--- src/rtl/cv_pad_ctrl.sv ---
// ColecoVision controller-port front end: registered keypad/joystick mux per port
// plus a rate-limited quadrature spinner fed by signed delta strobes.

module cv_pad_port #(
    parameter int SPIN_W = 8,
    parameter int ACC_W  = SPIN_W + 4
) (
    input  logic              clk_i,
    input  logic              reset_n_i,
    input  logic              tick_i,
    input  logic [19:0]       pad_i,
    input  logic [SPIN_W-1:0] spin_delta_i,
    input  logic              spin_stb_i,
    input  logic              p5_i,
    input  logic              p8_i,
    output logic              p1_o,
    output logic              p2_o,
    output logic              p3_o,
    output logic              p4_o,
    output logic              p6_o,
    output logic              p7_o,
    output logic              p9_o
);
    localparam logic signed [ACC_W:0] SUM_MAX = (ACC_W+1)'(2**(ACC_W-1) - 1);
    localparam logic signed [ACC_W:0] SUM_MIN = -SUM_MAX;
    localparam logic signed [ACC_W:0] ONE     = (ACC_W+1)'(1);

    logic [3:0]              nib_q, nib_d;
    logic                    p6_q, p6_d;
    logic signed [ACC_W-1:0] acc_q, acc_d;
    logic [1:0]              ph_q, ph_d;
    logic [3:0]              key;
    logic signed [ACC_W:0]   sum;
    logic                    acc_pos, acc_neg;

    function automatic logic [3:0] key_code(input logic [3:0] k);
        case (k)
            4'd0:    return 4'b0011;
            4'd1:    return 4'b1110;
            4'd2:    return 4'b1101;
            4'd3:    return 4'b0110;
            4'd4:    return 4'b0001;
            4'd5:    return 4'b1001;
            4'd6:    return 4'b0111;
            4'd7:    return 4'b1100;
            4'd8:    return 4'b1000;
            4'd9:    return 4'b1011;
            4'd10:   return 4'b1010;
            4'd11:   return 4'b0101;
            4'd12:   return 4'b0100;
            default: return 4'b0010;
        endcase
    endfunction

    // Gray walk on {p7,p9}: 11 -> 10 -> 00 -> 01 -> 11 going forward.
    function automatic logic [1:0] ph_fwd(input logic [1:0] p);
        case (p)
            2'b11:   return 2'b10;
            2'b10:   return 2'b00;
            2'b00:   return 2'b01;
            default: return 2'b11;
        endcase
    endfunction

    function automatic logic [1:0] ph_bwd(input logic [1:0] p);
        case (p)
            2'b11:   return 2'b01;
            2'b01:   return 2'b00;
            2'b00:   return 2'b10;
            default: return 2'b11;
        endcase
    endfunction

    always_comb begin
        // Scan high to low so the lowest pressed key is the one that sticks.
        key = 4'b1111;
        for (int k = 13; k >= 0; k--)
            if (pad_i[k]) key = key_code(4'(k));

        nib_d = 4'b1111;
        p6_d  = 1'b1;
        if (!p5_i && p8_i) begin
            nib_d = key;
            p6_d  = ~pad_i[19];
        end else if (p5_i && !p8_i) begin
            nib_d = {~pad_i[14], ~pad_i[15], ~pad_i[16], ~pad_i[17]};
            p6_d  = ~pad_i[18];
        end
    end

    always_comb begin
        acc_pos = ~acc_q[ACC_W-1] & (|acc_q);
        acc_neg = acc_q[ACC_W-1];
        sum     = {acc_q[ACC_W-1], acc_q};
        ph_d    = ph_q;
        if (spin_stb_i)
            sum = sum + {{(ACC_W+1-SPIN_W){spin_delta_i[SPIN_W-1]}}, spin_delta_i};
        // Step direction comes from the stored acc, not the freshly summed one.
        if (tick_i && acc_pos) begin
            sum  = sum - ONE;
            ph_d = ph_fwd(ph_q);
        end else if (tick_i && acc_neg) begin
            sum  = sum + ONE;
            ph_d = ph_bwd(ph_q);
        end
        if (sum > SUM_MAX)      acc_d = SUM_MAX[ACC_W-1:0];
        else if (sum < SUM_MIN) acc_d = SUM_MIN[ACC_W-1:0];
        else                    acc_d = sum[ACC_W-1:0];
    end

    always_ff @(posedge clk_i) begin
        if (!reset_n_i) begin
            nib_q <= 4'b1111;
            p6_q  <= 1'b1;
            acc_q <= '0;
            ph_q  <= 2'b11;
        end else begin
            nib_q <= nib_d;
            p6_q  <= p6_d;
            acc_q <= acc_d;
            ph_q  <= ph_d;
        end
    end

    assign {p1_o, p2_o, p3_o, p4_o} = nib_q;
    assign p6_o = p6_q;
    assign p7_o = ph_q[1];
    assign p9_o = ph_q[0];
endmodule

module cv_pad_ctrl #(
    parameter int PORTS    = 2,
    parameter int SPIN_W   = 8,
    parameter int SPIN_DIV = 2048
) (
    input  logic                    clk_i,
    input  logic                    reset_n_i,
    input  logic                    clk_en_i,
    input  logic [PORTS*20-1:0]     pad_i,
    input  logic [PORTS*SPIN_W-1:0] spin_delta_i,
    input  logic [PORTS-1:0]        spin_stb_i,
    input  logic [PORTS-1:0]        ctrl_p5_i,
    input  logic [PORTS-1:0]        ctrl_p8_i,
    output logic [PORTS-1:0]        ctrl_p1_o,
    output logic [PORTS-1:0]        ctrl_p2_o,
    output logic [PORTS-1:0]        ctrl_p3_o,
    output logic [PORTS-1:0]        ctrl_p4_o,
    output logic [PORTS-1:0]        ctrl_p6_o,
    output logic [PORTS-1:0]        ctrl_p7_o,
    output logic [PORTS-1:0]        ctrl_p9_o
);
    localparam logic [15:0] PRE_LAST = 16'(SPIN_DIV - 1);

    logic [15:0] pre_q, pre_d;
    logic        tick;

    always_comb begin
        tick  = clk_en_i && (pre_q == PRE_LAST);
        pre_d = pre_q;
        if (clk_en_i) pre_d = tick ? 16'd0 : pre_q + 16'd1;
    end

    always_ff @(posedge clk_i) begin
        if (!reset_n_i) pre_q <= '0;
        else            pre_q <= pre_d;
    end

    for (genvar g = 0; g < PORTS; g++) begin : g_port
        cv_pad_port #(.SPIN_W(SPIN_W), .ACC_W(SPIN_W + 4)) u_port (
            .clk_i        (clk_i),
            .reset_n_i    (reset_n_i),
            .tick_i       (tick),
            .pad_i        (pad_i[20*g +: 20]),
            .spin_delta_i (spin_delta_i[SPIN_W*g +: SPIN_W]),
            .spin_stb_i   (spin_stb_i[g]),
            .p5_i         (ctrl_p5_i[g]),
            .p8_i         (ctrl_p8_i[g]),
            .p1_o         (ctrl_p1_o[g]),
            .p2_o         (ctrl_p2_o[g]),
            .p3_o         (ctrl_p3_o[g]),
            .p4_o         (ctrl_p4_o[g]),
            .p6_o         (ctrl_p6_o[g]),
            .p7_o         (ctrl_p7_o[g]),
            .p9_o         (ctrl_p9_o[g])
        );
    end
endmodule
--- config.mk ---
export PLATFORM = sky130hd
export DESIGN_NAME = cv_pad_ctrl
export DESIGN_NICKNAME = d
export VERILOG_FILES = /design/src/rtl/cv_pad_ctrl.sv
export SDC_FILE = /design/constraint.sdc
export NUM_CORES = 1
export LEC_CHECK = 0
export BUFFER_PORTS_ARGS = -buffer_cell sky130_fd_sc_hd__buf_4
export CAP_MARGIN = 40
export CORE_ASPECT_RATIO = 1.25
export CORE_MARGIN = 5
export CORE_UTILIZATION = 45
export DETAILED_ROUTE_END_ITERATION = 7
export PLACE_DENSITY = 0.65
export REMOVE_ABC_BUFFERS = 1
export SETUP_SLACK_MARGIN = 0.1
export SYNTH_ARGS = -nofsm -noshare
export SYNTH_HDL_FRONTEND = slang
export SYNTH_HIERARCHICAL = 1
export SYNTH_SLANG_ARGS = --single-unit
--- constraint.sdc ---
create_clock -name clk_i -period 4.22 [get_ports clk_i]
set_input_delay 0.633 -clock clk_i [delete_from_list [all_inputs] [get_ports clk_i]]
set_output_delay 0.633 -clock clk_i [all_outputs]
set_load 0.1 [all_outputs]
# == Word-level counts from Yosys, hierarchy flattened ==
# Index checks and enable logic that the tools add are counted.
# word_totals
reg_bits,54
out_inout_bits,14
elab_cells,122
# classes
addsub,7
n_lt_le_gt_ge,4
eq_ne,7
mux,55
n_bitwise,17
n_reduce_logical,21
# ops
cell,n
$mux W4,32
$mux W13,6
$add A12 B8 Y13,2
$add A13 B2 Y13 const B,2
$gt A13 B12 Y1 const B,2
$lt A13 B12 Y1 const B,2
$sub A13 B2 Y13 const B,2
$mux W12,2
$pmux W2 S3,4
$reduce_or A12 Y1,2
$mux W11,2
$add A16 B1 Y16 const B,1
$eq A16 B11 Y1 const B,1
$mux W16,1
$not A1 Y1,15
$logic_and A1 B1 Y1,9
$eq A2 B2 Y1 const B,4
$mux W2,4
$eq A2 B1 Y1 const B,2
$logic_not A1 Y1,4
$logic_not A2 Y1,2
$mux W1,4
$reduce_bool A2 Y1,2
$reduce_or A2 Y1,2
$and A1 B1 Y1,2

# == Logic depth before layout (Yosys ltp) ==
# Gate-level depths: netlist of run 1.
# logic_depth
word_depth,15
depth_mapped,15
ltp_nobuf,15

# == Modules after synthesis ==
# Netlist of run 1, hierarchy kept.
# by_module_without_submodules
module,instances,cells_per_inst,area_each_um2
cv_pad_port,2,294,2238.4
cv_pad_ctrl,1,89,803.3

# == Worst setup path after synthesis of run 1 ==
# No wires, ideal clock.
# synth_path
path_kind,in2reg
from,input spin_delta_i[0]
to,register g_port[0].u_port.acc_q[0]
setup_ns,0.086
arrival_ns,3.434
path_slack_ns,0.699
path_stages,13
n_path_buf,1
path_cell_list,ha_1 inv_1 fa_1 nand2b_1 a211o_1 a211oi_2 mux2i_1 a211o_1 or3_1 and3b_1 buf_6 or2_1 a221oi_2
# synth_via
elab_chain_cells,8
word_cells_on_any_way,10
# synth_rtl
element,line_no,source
"start, declared",140,"input logic [PORTS*SPIN_W-1:0] spin_delta_i,"
$add A12 B8 Y13 *,97,"sum = sum + {{(ACC_W+1-SPIN_W){spin_delta_i[SPIN_W-1]}}, spin_delta_i};"
$mux W13 *,96,if (spin_stb_i)
$add A13 B2 Y13,103,sum = sum + ONE;
$mux W13,102,end else if (tick_i && acc_neg) begin
$mux W13 *,99,if (tick_i && acc_pos) begin
$lt A13 B12 Y1,107,else if (sum < SUM_MIN) acc_d = SUM_MIN[ACC_W-1:0];
$mux W12,107,
$mux W11 *,106,if (sum > SUM_MAX) acc_d = SUM_MAX[ACC_W-1:0];
"end signal, assigned",115,acc_q <= '0;
"end signal, assigned",120,acc_q <= acc_d;
"end, declared",30,"logic signed [ACC_W-1:0] acc_q, acc_d;"
# Mark *: on every way between the ends. The rest lies on a longest branch, timed or not.
# A chain may end at the register's enable or synchronous reset.

# == Worst setup path after layout of run 1 ==
# layout_path
from,register g_port[0].u_port.acc_q[0]
to,register g_port[0].u_port.acc_q[10]
# layout_via
elab_chain_cells,8
word_cells_on_any_way,13
# layout_rtl
element,line_no
$add A12 B8 Y13,97
$mux W13,96
$add A13 B2 Y13,103
$mux W13,102
$mux W13 *,99
$lt A13 B12 Y1,107
$mux W12,107
$mux W11 *,106
# Marks and branches as above.

==> results of run 1 <==
## tightest hold or removal path, cell delays in order, from the launching register on
cell and delay, ns:
dfxtp_1 0.33, nand2_1 0.06, o211ai_1 0.08
## sequential cells by signal (all words and copies together) (netlist names)
signal and count:
g_port.u_port/acc_q 24, g_port.u_port/nib_q 8, g_port.u_port/p6_o 2, g_port.u_port/ph_q 4, pre_q 16
## layout make-up
type / instances / area share, %
Clock buffer: 6 / 2.10
Clock inverter: 2 / 0.611
Inverter: 22 / 1.34
Multi-Input combinational cell: 587 / 65.7
Sequential cell: 54 / 17.6
Tap cell: 138 / 2.81
Timing Repair Buffer: 81 / 9.89
## cell families (layout without fill, tap and decap cells)
family / after synthesis / count (layout)
simple gates: 298 / 298
compound gates: 192 / 192
flops: 54 / 54
xor+xnor: 45 / 45
buf+inv: 36 / 111
fa+ha+maj: 33 / 33
mux: 19 / 19
## path summary, 6_finish.rpt
| check | from | endpoint | cells after the start |
|---|---|---|---|
| max | g_port[0].u_port/acc_q[0] | g_port[0].u_port/acc_q[10] | 12 |
| min | g_port[0].u_port/ph_q[0] | g_port[0].u_port/ph_q[0] | 2 |
| max reg2reg | g_port[0].u_port/acc_q[0] | g_port[0].u_port/acc_q[10] | 12 |
| min reg2reg | g_port[0].u_port/ph_q[0] | g_port[0].u_port/ph_q[0] | 2 |
## where the power goes
part	total, mW	internal [mW]	switching, mW
clock	0.453	0.280	0.173
sequential	0.756	0.612	0.144
combinational	1.90	0.773	1.12
total	3.11	1.66	1.44
## layout by cell type, fill, tap and decap left out, types with 6 or more instances in the layout
master	synthesis	layout
nor2_1	83	83
buf_4	0	81
nand2_1	74	74
dfxtp_1	54	54
xnor2_1	32	32
a21oi_1	32	32
ha_1	31	31
nor3_1	26	26
o21ai_0	26	26
inv_1	22	22
mux2i_1	19	19
o21ai_1	14	14
nor4_1	12	12
and3_1	11	11
xor2_1	11	11
nand4_1	10	10
nand2b_1	10	10
o21a_1	10	10
a211oi_2	10	10
o211ai_1	10	10
or3_1	10	10
nand3_1	9	9
and2_1	8	8
a211o_1	8	8
o311ai_0	8	8
a21o_1	6	6
a2111oi_0	6	6
a22oi_1	6	6
and4_1	6	6
## metrics by stage
stage	hold slack, ns	cell area (um^2)
after CTS	0.526	6150
after global placement	0.500	5980
final	0.522	6150
after floorplan	0.503	5200
after global routing	0.557	6150
after detailed placement	0.514	5980
## layer usage
layer | share of wire (%) | up-vias | GRT usage [%] | wire, um
li1 | - | 2705 | - | -
met1 | 44 | 2507 | 25.0 | 6060
met2 | 48 | 163 | 32.7 | 6550
met3 | 6.2 | 14 | 3.29 | 848
met4 | 1.4 | 0 | 3.98 | 185
met5 | 0 | - | 0 | 0
==> key figures, run 1 <==
Die
  • I/O pin total: 79
  • Initial core utilization: 45.7%
  • DIE WIDTH: 107 um
  • Die Area: 14000 um^2
  • CORE AREA: 11600 um^2
  • # rows: 44
  • Die extent in y: 131 um

Worst setup path
  • Crit. End Element: register
  • Crit path kind: reg2reg
  • Critical Path AT: 3.79 ns
  • Crit path buf inv count: 1
  • Crit path cell chain: ha_1 -> inv_1 -> fa_1 -> nand2b_1 -> a211o_1 -> a211oi_2 -> mux2i_1 -> a211o_1 -> or3_1 -> and3b_1 -> o211ai_2 -> o21ai_1
  • Crit Path Max Fanout: 10
  • Worst Path Required: 4.37 ns
  • Slowest stage cell, crit path: fa_1
  • Most used cell along the critical path: a211o_1
  • Reg2Reg Setup Slack: 0.58 ns
  • Max incr delay on CP: 0.41 ns
  • Crit-path leading delay family: compound AO/OA/AOI/OAI gates
  • CP Launch Type: register

Detailed routing
  • Drt wl/cell: 15.3 um
  • DRC Markers: 0
  • Final ANT Viol Nets: 0
  • WL final: 13.7 mm
  • Via count: 5389
  • DR pass1 iterations: 5
  • Drt via density: 6.06
  • Initial drt markers: 297

Yosys
  • Distinct cells, synth: 70
  • Syn Area/Cell: 7.80 um^2
  • Adder-Cell Fraction of Synth Area: 8.10%
  • Post-synth ARST share: 0%
  • Mapped Area: 5280 um^2
  • Mapped Cells: 677
  • Post-synthesis compound-gate area fraction: 27.7%
  • Most common cell in the netlist: nor2_1
  • Synth top area share: 20.5%
  • Main combinational cell family by area after synthesis: simple AND/OR/NAND/NOR gates
  • Sequential-to-total area share from yosys stat: 20.5%
  • Xor-xnor portion of the synthesized cell area: 7.75%
  • Yosys Warn Count: 6
  • Yosys top cell by area: dfxtp_1
  • Yosys reg bits: 54
  • Synth top cells by count: nor2_1 (83), nand2_1 (74), dfxtp_1 (54)
  • Main synth FF type: dfxtp_1
  • Synth top area cells: dfxtp_1 (20%), ha_1 (7.3%), nor2_1 (5.9%)
  • Number of enable flip-flop cells after synthesis: 0
  • Mux contribution to synthesized area: 3.60%
  • Post-Synth Simple-Gate Area: 29.3%

Clock tree
  • CTS Sinks: 54
  • Clk pin slew, worst setup/hold paths: 0.07 ns
  • Post-cts resize count: 0
  • CTS tree: done
  • H-tree depth: 2
  • CTS buffer count: 5
  • Post-CTS Setup Bufs: 0
  • CTS Buffer Depth: 2
  • Clk_lat worst skew: 0.28 ns
  • Hold Buf Count CTS: 0
  • Root buf cell: clkbuf_16

GRT
  • Antenna violations before repair: 0
  • First-pass GRT wire length: 23.1 mm
  • Grt total ovfl: 0
  • Number of global-route vias before repair: 5119
  • All-Layer GR Usage: 19.0%
  • Largest net degree at the start of global routing: 37

Outcome
  • Outcome: finished, final reports clean

Power
  • IR drop worst, VDD: 280 uV
  • Total chip power: 3.11 mW
  • PwrDens: 505 nW/um^2
  • Cell leakage power: 2.46 nW

STA
  • Max-slew headroom: 63.4%
  • Fin Setup TNS: 0 ns
  • Final Cycle Share: 86.2%
  • RSZ-0062 raised after global routing: false
  • Clock skew: 0.00355 ns
  • Min Tclk post-route: 3.64 ns
  • Hold Vio Cnt, Final: 0
  • Final Setup Violations: 0
  • Fmax: 275 MHz
  • Setup WS post-layout: 0.584 ns
  • Worst Tran Pin Value: 0.545 ns
  • Fin. max-slew vios: 0

Placement
  • Input/output buffers: 78
  • Cells after DPL: 882
  • GPL Wtd Cong: 0.896
  • Worst slack after detailed placement: 0.280 ns
  • DP HPWL: 11.2 mm

Final layout
  • Multi-input logic area: 4040 um^2
  • Fillers: 1115
  • Number of inserted diodes: 0
  • Layout Utilization: 53.2%
  • Area delta synth->final: 16.4%
  • Non-Filler Instances: 890
  • NumNets Final: 849
  • Storage element area: 1080 um^2
  • Share of cells above drive strength 1: 17.0%

Worst hold path
  • Worst hold path type: reg2reg

Flow run
  • Max Cap Viol: 0
Power figures use the tool's default switching activity.
==> inputs of run 2 (changes only) <==
- CTS_CLUSTER_DIAMETER: unset -> 120
- GPL_ROUTABILITY_DRIVEN: unset -> 0
- clock period: 4.22 -> 4 ns (I/O delays scaled with it)
==> key figures, run 2 (same netlist as run 1, synthesis figures left out) <==
Outcome
  • Outcome: finished, final reports clean

Final layout
  • Storage element area: 1080 um^2 (unchanged)
  • Largest Register: g_port.u_port/acc_q
  • Share of cells above drive strength 1: 17.7% (+0.68 points)
  • Non-Filler Instances: 895 (+0.56%)
  • Max reg flops: 24 (unchanged)
  • NumNets Final: 854 (+0.59%)
  • Design Area, Final: 6190 um^2 (+0.67%)
  • Fillers: 1101 (-1.3%)
  • Commonest non-fill, non-tap cell in the layout: buf_4
  • Biggest registers after layout: g_port.u_port/acc_q x24, pre_q x16, g_port.u_port/nib_q x8
  • Number of inserted diodes: 0 (unchanged)
  • Area delta synth->final: 17.2%
  • Commonest cells after routing, fill and taps aside: buf_4 (86), nor2_1 (83), nand2_1 (74)
  • Multi-input logic area: 4040 um^2 (unchanged)

Worst setup path
  • Worst flop-to-flop path endpoint: g_port[1].u_port/acc_q[8]
  • Crit path depth: 12 (unchanged)
  • Crit path cell chain: ha_1 -> inv_1 -> fa_1 -> nand2b_1 -> a211o_1 -> a211oi_2 -> mux2i_1 -> a211o_1 -> or3_1 -> and3b_1 -> o211ai_2 -> o21ai_1
  • Reg2Reg Setup Slack: 0.39 ns (-0.20 ns)
  • Crit. End Element: register
  • Crit-path leading delay family: compound AO/OA/AOI/OAI gates
  • Crit Path Max Fanout: 10 (unchanged)
  • Worst R2R Path Depth: 12 (unchanged)
  • Critical Path End: g_port[1].u_port/acc_q[8]
  • Most used cell along the critical path: a211o_1
  • Worst Path Required: 4.16 ns (-0.21 ns)
  • Slowest stage cell, crit path: dfxtp_1
  • Crit path kind: reg2reg
  • Critical Path AT: 3.77 ns (-0.02 ns)
  • Max incr delay on CP: 0.40 ns (about the same)
  • CP Launch Type: register
  • Critical R2R Launch: g_port[1].u_port/acc_q[0]
  • Launch point of the worst path: g_port[1].u_port/acc_q[0]
  • Crit path buf inv count: 1 (unchanged)

Clock tree
  • Post-CTS Setup Bufs: 0 (unchanged)
  • H-tree depth: 2 (unchanged)
  • CTS Sinks: 54 (unchanged)
  • CTS buffer count: 5 (unchanged)
  • Clk_lat worst skew: 0.28 ns (about the same)
  • Clk pin slew, worst setup/hold paths: 0.07 ns (about the same)
  • Hold Buf Count CTS: 0 (unchanged)
  • Root buf cell: clkbuf_16
  • Post-cts resize count: 0 (unchanged)
  • CTS Buffer Depth: 2 (unchanged)
  • CTS tree: done

Power
  • Clk network pwr share: 14.5% (about the same)
  • Total chip power: 3.33 mW (+7.1%)
  • IR drop worst, VDD: 188 uV (-33%)
  • P_int: 1.79 mW (+7.2%)
  • NetSw: 1.54 mW (+7.0%)
  • Combinational power share: 61.4% (+0.3 points)
  • Sw Ratio: 46.4% (-0.048 points)
  • Cell leakage power: 2.48 nW (+0.96%)
  • Sequential share of power: 24.1% (-0.2 points)
  • PwrDens: 538 nW/um^2 (+6.4%)

GRT
  • Largest net degree at the start of global routing: 37 (unchanged)
  • Number of global-route vias before repair: 5307 (+3.7%)
  • All-Layer GR Usage: 19.4% (+0.42 points)
  • Antenna violations before repair: 0 (unchanged)
  • First-pass GRT wire length: 23.6 mm (+2.3%)
  • Grt total ovfl: 0 (unchanged)

STA
  • Fin Setup TNS: 0 ns (unchanged)
  • Worst Tran Pin Value: 0.556 ns (+0.0109 ns)
  • Final Cycle Share: 90.4% (+4.2 points)
  • Hold Vio Cnt, Final: 0 (unchanged)
  • Fmax: 277 MHz (+0.61%)
  • Setup WS post-layout: 0.386 ns (-0.198 ns)
  • Final Setup Violations: 0 (unchanged)
  • Fin. max-slew vios: 0 (unchanged)
  • RSZ-0062 raised after global routing: false
  • Min Tclk post-route: 3.61 ns (-0.0220 ns)
  • Max-slew headroom: 62.7% (-0.73 points)
  • Clock skew: 0.00290 ns (-0.000657 ns)

Detailed routing
  • Top sig layer: met4
  • WL final: 13.8 mm (+1.2%)
  • DR pass1 iterations: 5 (unchanged)
  • DR WL met3: 890 um (+5.0%)
  • Met2 wire len: 6.74 mm (+2.9%)
  • DRC Markers: 0 (unchanged)
  • Drt via density: 6.00 (-0.85%)
  • Final ANT Viol Nets: 0 (unchanged)
  • Met1 WL: 6.01 mm (-0.89%)
  • Via count: 5373 (-0.30%)
  • Initial drt markers: 218 (-27%)
  • Drt wl/cell: 15.4 um (+0.61%)

Die
  • DIE WIDTH: 107 um (unchanged)
  • Die extent in y: 131 um (unchanged)
  • CORE AREA: 11600 um^2 (unchanged)
  • Initial core utilization: 45.7% (unchanged)
  • Die Area: 14000 um^2 (unchanged)
  • # rows: 44 (unchanged)
  • I/O pin total: 79 (unchanged)

Worst hold path
  • Worst hold path type: reg2reg

Placement
  • Worst slack after detailed placement: 0.130 ns (-0.150 ns)
  • Input/output buffers: 78 (unchanged)
  • Cells after DPL: 887 (+0.57%)
  • DP Area: 6020 um^2 (+0.63%)
  • DP HPWL: 11.3 mm (+0.60%)

Flow run
  • Max Cap Viol: 0 (unchanged)
## run 2: cell count changes in the layout (fill, tap and decap cells not counted)
cell | previous run | this run
buf_4 | 81 | 86
clkbuf_1 | 1 | 0
clkinvlp_4 | 1 | 2
## run 2: final cells by class
type	instances	share of cell area [%]
clock buffers	5	2.02
clock inverters	3	0.728
inverters	22	1.33
multi-input cells	587	65.2
flip-flops and latches	54	17.5
well taps	138	2.79
repair buffers	86	10.4
## run 2: worst min path at each step
stage	startpoint	to	slack (ns)	depth (start not counted)
after floorplan	pre_q[1]	pre_q[1]	0.50	2
after global placement	g_port[0].u_port/ph_q[1]	g_port[0].u_port/ph_q[1]	0.50	2
after detailed placement	g_port[0].u_port/ph_q[1]	g_port[0].u_port/ph_q[1]	0.51	2
after CTS	g_port[0].u_port/ph_q[1]	g_port[0].u_port/ph_q[1]	0.52	2
after global routing	g_port[0].u_port/ph_q[1]	g_port[0].u_port/ph_q[1]	0.53	2
final	g_port[0].u_port/ph_q[1]	g_port[0].u_port/ph_q[1]	0.52	2
## run 2: per-stage QoR
step	utilization (%)	hold slack, ns
2_1_floorplan	-	0.503
3_3_place_gp	52.1	0.500
3_5_place_dp	52.1	0.508
4_1_cts	53.5	0.521
5_1_grt	53.5	0.532
6_report	53.5	0.516
## run 2: tightest hold or removal path: cells and delay by family (launching register included)
family | cells | cell delay (ns)
compound gates | 1 | 0.08
flops | 1 | 0.33
simple gates | 1 | 0.06
## run 2: power groups by stage
stage	sequential (mW)	combinational, mW	clock (mW)
after floorplan	0.771	1.54	0
after global placement	0.812	1.97	0
after detailed placement	0.812	2.02	0
after CTS	0.800	2.03	0.497
after global routing	0.814	2.27	0.516
final	0.802	2.04	0.484
## run 2: routing by layer
layer,track usage (%),vias up
li1,-,2705
met1,24.1,2499
met2,34.4,157
met3,3.78,12
met4,4.76,0
met5,0,-
==> inputs of run 3 (changes only) <==
- CORE_MARGIN: 5 -> unset
- CORE_UTILIZATION: 45 -> 25
- PLACE_DENSITY: 0.65 -> 0.49
==> key figures, run 3 (same netlist as run 1, synthesis figures left out) <==
Die
  • I/O pin total: 79 (unchanged)
  • CORE AREA: 20700 um^2 (+79%)
  • Initial core utilization: 25.5% (-20 points)
  • DIE WIDTH: 132 um (+23%)
  • Die extent in y: 164 um (+25%)
  • Die Area: 21700 um^2 (+55%)
  • # rows: 59 (+34%)

Worst setup path
  • Worst R2R Path Depth: 12 (unchanged)
  • Launch point of the worst path: g_port[1].u_port/acc_q[0]
  • Max incr delay on CP: 0.40 ns (about the same)
  • Crit Path Max Fanout: 8 (-2)
  • Worst Path Required: 4.17 ns (about the same)
  • Critical Path End: g_port[1].u_port/acc_q[5]
  • Crit-path leading delay family: compound AO/OA/AOI/OAI gates
  • Worst flop-to-flop path endpoint: g_port[1].u_port/acc_q[5]
  • CP Launch Type: register
  • Crit path kind: reg2reg
  • Slowest stage cell, crit path: dfxtp_1
  • Crit. End Element: register
  • Most used cell along the critical path: a211o_1
  • Crit path depth: 12 (unchanged)
  • Critical R2R Launch: g_port[1].u_port/acc_q[0]
  • Reg2Reg Setup Slack: 0.40 ns (+0.02 ns)
  • Crit path cell chain: ha_1 -> inv_1 -> fa_1 -> nand2b_1 -> a211o_1 -> a211oi_2 -> mux2i_1 -> a211o_1 -> or3_1 -> and3b_1 -> o31ai_4 -> o21ai_1
  • Critical Path AT: 3.77 ns (about the same)
  • Crit path buf inv count: 1 (unchanged)

Final layout
  • Multi-input logic area: 4060 um^2 (+0.43%)
  • Non-Filler Instances: 1037 (+16%)
  • Commonest cells after routing, fill and taps aside: buf_4 (93), nor2_1 (83), nand2_1 (74)
  • Max reg flops: 24 (unchanged)
  • Number of inserted diodes: 0 (unchanged)
  • Fillers: 2276 (+110%)
  • Largest Register: g_port.u_port/acc_q
  • Area delta synth->final: 21.1%
  • Storage element area: 1080 um^2 (unchanged)
  • Biggest registers after layout: g_port.u_port/acc_q x24, pre_q x16, g_port.u_port/nib_q x8
  • Commonest non-fill, non-tap cell in the layout: buf_4
  • Share of cells above drive strength 1: 18.2% (+0.52 points)
  • NumNets Final: 861 (+0.82%)

Clock tree
  • Clk pin slew, worst setup/hold paths: 0.07 ns (about the same)
  • CTS buffer count: 5 (unchanged)
  • Clk_lat worst skew: 0.29 ns (about the same)
  • Hold Buf Count CTS: 0 (unchanged)
  • H-tree depth: 2 (unchanged)
  • Root buf cell: clkbuf_16
  • CTS Buffer Depth: 2 (unchanged)
  • CTS tree: done
  • CTS Sinks: 54 (unchanged)

Detailed routing
  • DR pass1 iterations: 4 (-1)
  • Drt wl/cell: 14.1 um (-8.8%)
  • Initial drt markers: 252 (+16%)
  • DRC Markers: 0 (unchanged)
  • Drt via density: 5.01 (-17%)
  • Via count: 5196 (-3.3%)
  • Final ANT Viol Nets: 0 (unchanged)
  • WL final: 14.6 mm (+5.6%)

STA
  • WHS: 0.529 ns (+0.0125 ns)
  • Max-slew headroom: 57.5% (-5.3 points)
  • Clock skew: 0.00557 ns (+0.00267 ns)
  • Final Cycle Share: 89.9% (-0.44 points)
  • Fmax: 278 MHz (+0.49%)
  • Worst Tran Pin Value: 0.634 ns (+0.0783 ns)
  • RSZ-0062 raised after global routing: false
  • Hold Vio Cnt, Final: 0 (unchanged)
  • Final Setup Violations: 0 (unchanged)
  • Min Tclk post-route: 3.60 ns (-0.0177 ns)
  • Fin Setup TNS: 0 ns (unchanged)
  • Fin. max-slew vios: 0 (unchanged)

GRT
  • Antenna violations before repair: 0 (unchanged)
  • All-Layer GR Usage: 13.7% (-5.8 points)
  • Number of global-route vias before repair: 5132 (-3.3%)
  • Grt total ovfl: 0 (unchanged)
  • First-pass GRT wire length: 24.7 mm (+4.7%)
  • Largest net degree at the start of global routing: 37 (unchanged)

Outcome
  • Outcome: finished, final reports clean

Placement
  • Input/output buffers: 78 (unchanged)
  • Cells after DPL: 1030 (+16%)
  • DP HPWL: 11.8 mm (+4.8%)

Power
  • IR drop worst, VDD: 166 uV (-12%)
  • Cell leakage power: 2.50 nW (+0.81%)
  • PwrDens: 516 nW/um^2 (-4.0%)

Worst hold path
  • Worst hold path type: reg2reg
  • Hold depth: 2 (unchanged)

Flow run
  • Max Cap Viol: 0 (unchanged)
run 3: area by class of cell:
type	count	share of cell area, %
Clock inverter	1	0.117
Sequential cell	54	16.9
Clock buffer	6	2.01
Tap cell	274	5.36
Inverter	22	1.29
Timing Repair Buffer	93	10.9
Multi-Input combinational cell	587	63.4
run 3: worst min-delay path by stage:
stage                                        start                  endpoint
after global routing      g_port[0].u_port/ph_q[0]  g_port[0].u_port/ph_q[0]
after CTS                 g_port[0].u_port/ph_q[1]  g_port[0].u_port/ph_q[1]
final                     g_port[0].u_port/ph_q[0]  g_port[0].u_port/ph_q[0]
after floorplan                           pre_q[1]                  pre_q[1]
after global placement    g_port[0].u_port/ph_q[1]  g_port[0].u_port/ph_q[1]
after detailed placement  g_port[0].u_port/ph_q[1]  g_port[0].u_port/ph_q[1]
run 3: routing by layer:
metal | share of wire, % | global-route usage, % | vias to the layer above | wire, um
li1 | - | - | 2722 | -
met1 | 47 | 17.2 | 2366 | 6920
met2 | 48 | 24.8 | 99 | 6980
met3 | 3.5 | 1.72 | 9 | 505
met4 | 1.2 | 3.12 | 0 | 180
met5 | 0 | 0 | - | 0
run 3: power by group:
group	leakage, nW	internal (mW)	switching (mW)
registers	0.445	0.645	0.154
logic	1.99	0.868	1.21
clock network	0.0629	0.229	0.193
run 3: timing repair:
action / 4_1_cts / 5_1_grt
hold endpoints to repair: 0 / 0
buffers inserted: 0 / 0
gates resized for setup: 0 / 2
setup endpoints to repair: 0 / 6
run 3: tightest hold or removal path, delay by kind of cell (launching register included):
family / cells / cell delay [ns]
AOI/OAI and AO/OA: 1 / 0.07
DFF: 1 / 0.34
and+or+nand+nor: 1 / 0.06
run 3: through the flow:
step                power (mW)  util [%]  instance area [um^2]  worst slack (ns)
floorplan                 2.31         -                  5200             0.527
global placement          2.88      30.1                  6240             0.152
detailed placement        2.87      30.1                  6240             0.101
CTS                       3.31      30.7                  6380             0.355
global route              3.61      30.8                  6400             0.106
finish                    3.30      30.8                  6400             0.403
